### src/rtl/usr_defs.sv
// usr_defs: mode encodings shared by the universal shift register and its bench
package usr_defs;
  localparam logic [2:0] HOLD  = 3'b000;
  localparam logic [2:0] SHR   = 3'b001;
  localparam logic [2:0] SHL   = 3'b010;
  localparam logic [2:0] LOAD  = 3'b011;
  localparam logic [2:0] RINGR = 3'b100;
  localparam logic [2:0] JOHNR = 3'b101;
  localparam logic [2:0] RINGL = 3'b110;
  localparam logic [2:0] RSVD  = 3'b111;
endpackage

### src/rtl/d_ff_sr.sv
// d_ff_sr: positive-edge DFF with synchronous active-high clear and enable
module d_ff_sr (
  input  logic CP,
  input  logic CR,
  input  logic EN,
  input  logic D,
  output logic Q,
  output logic QR
);
  always_ff @(posedge CP)
    if (CR) Q <= 1'b0;
    else if (EN) Q <= D;
  assign QR = ~Q;
endmodule

### src/rtl/universal_shift_reg.sv
// universal_shift_reg: shift/load/ring/Johnson register built from per-bit d_ff_sr cells
module universal_shift_reg
  import usr_defs::*;
#(
  parameter int WIDTH = 4
) (
  input  logic             CP,
  input  logic             CR,
  input  logic             EN,
  input  logic [2:0]       S,
  input  logic             DSR,
  input  logic             DSL,
  input  logic [WIDTH-1:0] D,
  output logic [WIDTH-1:0] Q,
  output logic [WIDTH-1:0] QR,
  output logic             SOR,
  output logic             SOL
);
  logic             w_rin;
  logic             w_lin;
  logic             w_rdir;
  logic             w_ldir;
  logic [WIDTH-1:0] w_next;
  always_comb begin
    w_rin  = (S == RINGR) ? Q[0] : (S == JOHNR) ? ~Q[0] : DSR;
    w_lin  = (S == RINGL) ? Q[WIDTH-1] : DSL;
    w_rdir = (S == SHR) || (S == RINGR) || (S == JOHNR);
    w_ldir = (S == SHL) || (S == RINGL);
    w_next = w_rdir ? {w_rin, Q[WIDTH-1:1]} :
             w_ldir ? {Q[WIDTH-2:0], w_lin} :
             (S == LOAD) ? D : Q;
  end
  for (genvar g = 0; g < WIDTH; g++) begin : g_bit
    d_ff_sr u_ff (
      .CP(CP),
      .CR(CR),
      .EN(EN),
      .D (w_next[g]),
      .Q (Q[g]),
      .QR(QR[g])
    );
  end
  assign SOR = Q[0];
  assign SOL = Q[WIDTH-1];
endmodule

### config.mk
export PLATFORM = sky130hd
export DESIGN_NAME = universal_shift_reg
export DESIGN_NICKNAME = d
export VERILOG_FILES = /design/src/rtl/usr_defs.sv /design/src/rtl/d_ff_sr.sv /design/src/rtl/universal_shift_reg.sv
export SDC_FILE = /design/constraint.sdc
export NUM_CORES = 1
export LEC_CHECK = 0
export ABC_AREA = 1
export BUFFER_PORTS_ARGS = -buffer_cell sky130_fd_sc_hd__buf_2
export CAP_MARGIN = 10
export CELL_PAD_IN_SITES_DETAIL_PLACEMENT = 1
export CELL_PAD_IN_SITES_GLOBAL_PLACEMENT = 1
export CORE_MARGIN = 2
export CORE_UTILIZATION = 28
export CTS_CLUSTER_SIZE = 12
export DETAILED_ROUTE_END_ITERATION = 7
export PLACE_DENSITY_LB_ADDON = 0.1
export SKIP_LAST_GASP = 1
export SYNTH_ARGS = -nofsm -noshare
export SYNTH_HDL_FRONTEND = slang
export SYNTH_SLANG_ARGS = --single-unit
export TNS_END_PERCENT = 50
### constraint.sdc
create_clock -name CP -period 2.4 [get_ports CP]
set_input_delay 0.12 -clock CP [delete_from_list [all_inputs] [get_ports CP]]
set_output_delay 0.12 -clock CP [all_outputs]
set_load 0.05 [all_outputs]
==> metrics.cfg <==
[power_and_ir_drop]
ir_drop_mv=0.232
p_leak_uw=0.000337
power_per_cell_area_mw_per_mm2=573

[floorplanning]
dieArea_mm2=0.00187
start_util_pct=29.3
pin_count=22
die_w_um=43.2
die_h_um=43.2
core_mm2=0.00147
row_count=14

[synth]
synth_top_area_share_pct=25.3
netlist_instances=81
synth_fp_nets=93
netlist_area_um2=430
avgSynthCellArea_um2=5.31
yosysTopAreaCell=nand2_1
synth.area.top_cells=nand2_1, dfxtp_1, buf_4, nor2_1, nand3_1
yosysWarningCount=0
synth_cell_types=9
seq_area_frac_synth_pct=18.6
ys_seq_elements=4

[drt]
drt_first_iter_violations=6
drt_pass1_iterations=2
postRouteAntennaNets=0
num_vias=501
wl_um=1150
wire_per_inst_um=10.2
remaining_drc_errors=0
viasPerCell=4.43

[worst_setup_path]
worst-setup-path-type=flip-flop to output pin
cp-end-kind=output pin
crit_path_max_fanout=4
critPathMaxStageDelay_ns=0.32
crit_slowest_cell=dfxtp_1
crit_path_cell_trace=inv_1 > buf_2
timing.rr.start=g_bit[0].u_ff.Q
required_ns=2.28
reg2reg_depth=8
worstSetupStartpointType=flip-flop
cp-startpoint=g_bit[0].u_ff.Q
arrival_ns=0.95

[placed_design]
io_buffers=21
pre_cts_ws_ns=1.31
place_congestion=0.702
dp_hpwl_um=1010
dp_cells=110

[global_routing]
grt_use_total_pct=14.4
grt_pass1_wl_um=1990
grt_pass1_vias=496
grt_max_degree=8
antenna_found_initial=0
grt-ovfl-total=0

[cells_and_area]
largest_reg_flops=4
final_nets=111
stdcell_count=113
final_cell_mix=nand2_1, buf_2, nor2_1, inv_1, nand3_1
final_layout_size_suffix_gt1_share_pct=29.9
num-fill-cells=222
layout_commonest_cell=nand2_1
antenna_cells=0
areaGrowthSynthToFinish_pct=20.3
top_regs=g_bit.u_ff.Q x4
postLayoutCoreUtil_pct=35.2
top_register=g_bit.u_ff.Q

[clock_tree]
cts_max_level=1
cts-root-buf=clkbuf_4
cts_sinks=4
post_cts_buffers=0
clkTransAtPathRegs_ns=0.04
cts_resized=0
clk_path_buf_depth=2
cts_hold_buf=0
cts_tree=done
cts_buffers=3
clock_latency_ns=0.24

[timing]
fin_crit_ns=1.07
rsz0062_at_grt=no
setup_viol=0
hold_viol_final=0
max_slew_margin_pct=79.2
worstMarginPinSlew_ns=0.311
skew_ns=0.00706
final_max_slew_viol_count=0
max_clock_freq_mhz=934
fin_tns_setup_ns=0
holdWs_ns=0.183
fin_ws_ns=1.33
finalCritPeriodShare_pct=44.6

[worst_hold_path]
hold_path.class=input pin to flip-flop
min_from=CR
whs_path_depth=4

[run]
cap_violations=0

[outcome]
outcome=finished clean

## synth_stat cells (all sizes together)
cell    n
nand2  33
dfxtp   4
nand3   9
buf     8
inv    12
nor2   15
## critical path: cells and delay by family (launching register included)
| family | cells | cell delay, ns |
|---|---|---|
| buf+inv | 2 | 0.39 |
| flops | 1 | 0.32 |
## stage by stage
step / power [µW] / cell area [µm²]
floorplan: 191 / 430
global placement: 211 / 495
detailed placement: 212 / 495
CTS: 304 / 518
global route: 326 / 518
finish: 297 / 518
## logic make-up (layout without fill, tap and decap cells)
logic type    Yosys count  in the layout  synth area share (%)
buf+inv                20             36                  24.4
flops                   4              4                  18.6
simple gates           57             57                  57.0
## power breakdown
part	internal [µW]	switching (µW)
sequential	72.8	5.43
clock	56.2	31.1
combinational	34.4	97.1
## cell type report
cell class / count / area (µm²) / area share, %
multi-input cells: 57 / 245 / 47.3
repair buffers: 21 / 105 / 20.3
flip-flops and latches: 4 / 80.1 / 15.5
inverters: 12 / 45.0 / 8.70
clock buffers: 3 / 22.5 / 4.35
well taps: 16 / 20.0 / 3.86
## final timing paths
| kind | slack, ns | to |
|---|---|---|
| worst max-delay path | 1.33 | QR[0] |
| worst min-delay path | 0.18 | g_bit[1].u_ff.Q |
| worst max register to register | 1.44 | g_bit[3].u_ff.Q |
| worst min register to register | 0.60 | g_bit[2].u_ff.Q |
## per-layer routing
layer / routed length, µm / share of wire [%] / track usage [%]
met5: 0 / 0 / 0
met4: 0 / 0 / 5.45
met2: 537 / 47 / 22.1
met1: 542 / 47 / 17.6
met3: 71 / 6.2 / 6.38
Note: power is estimated with default switching activity, not from simulation.
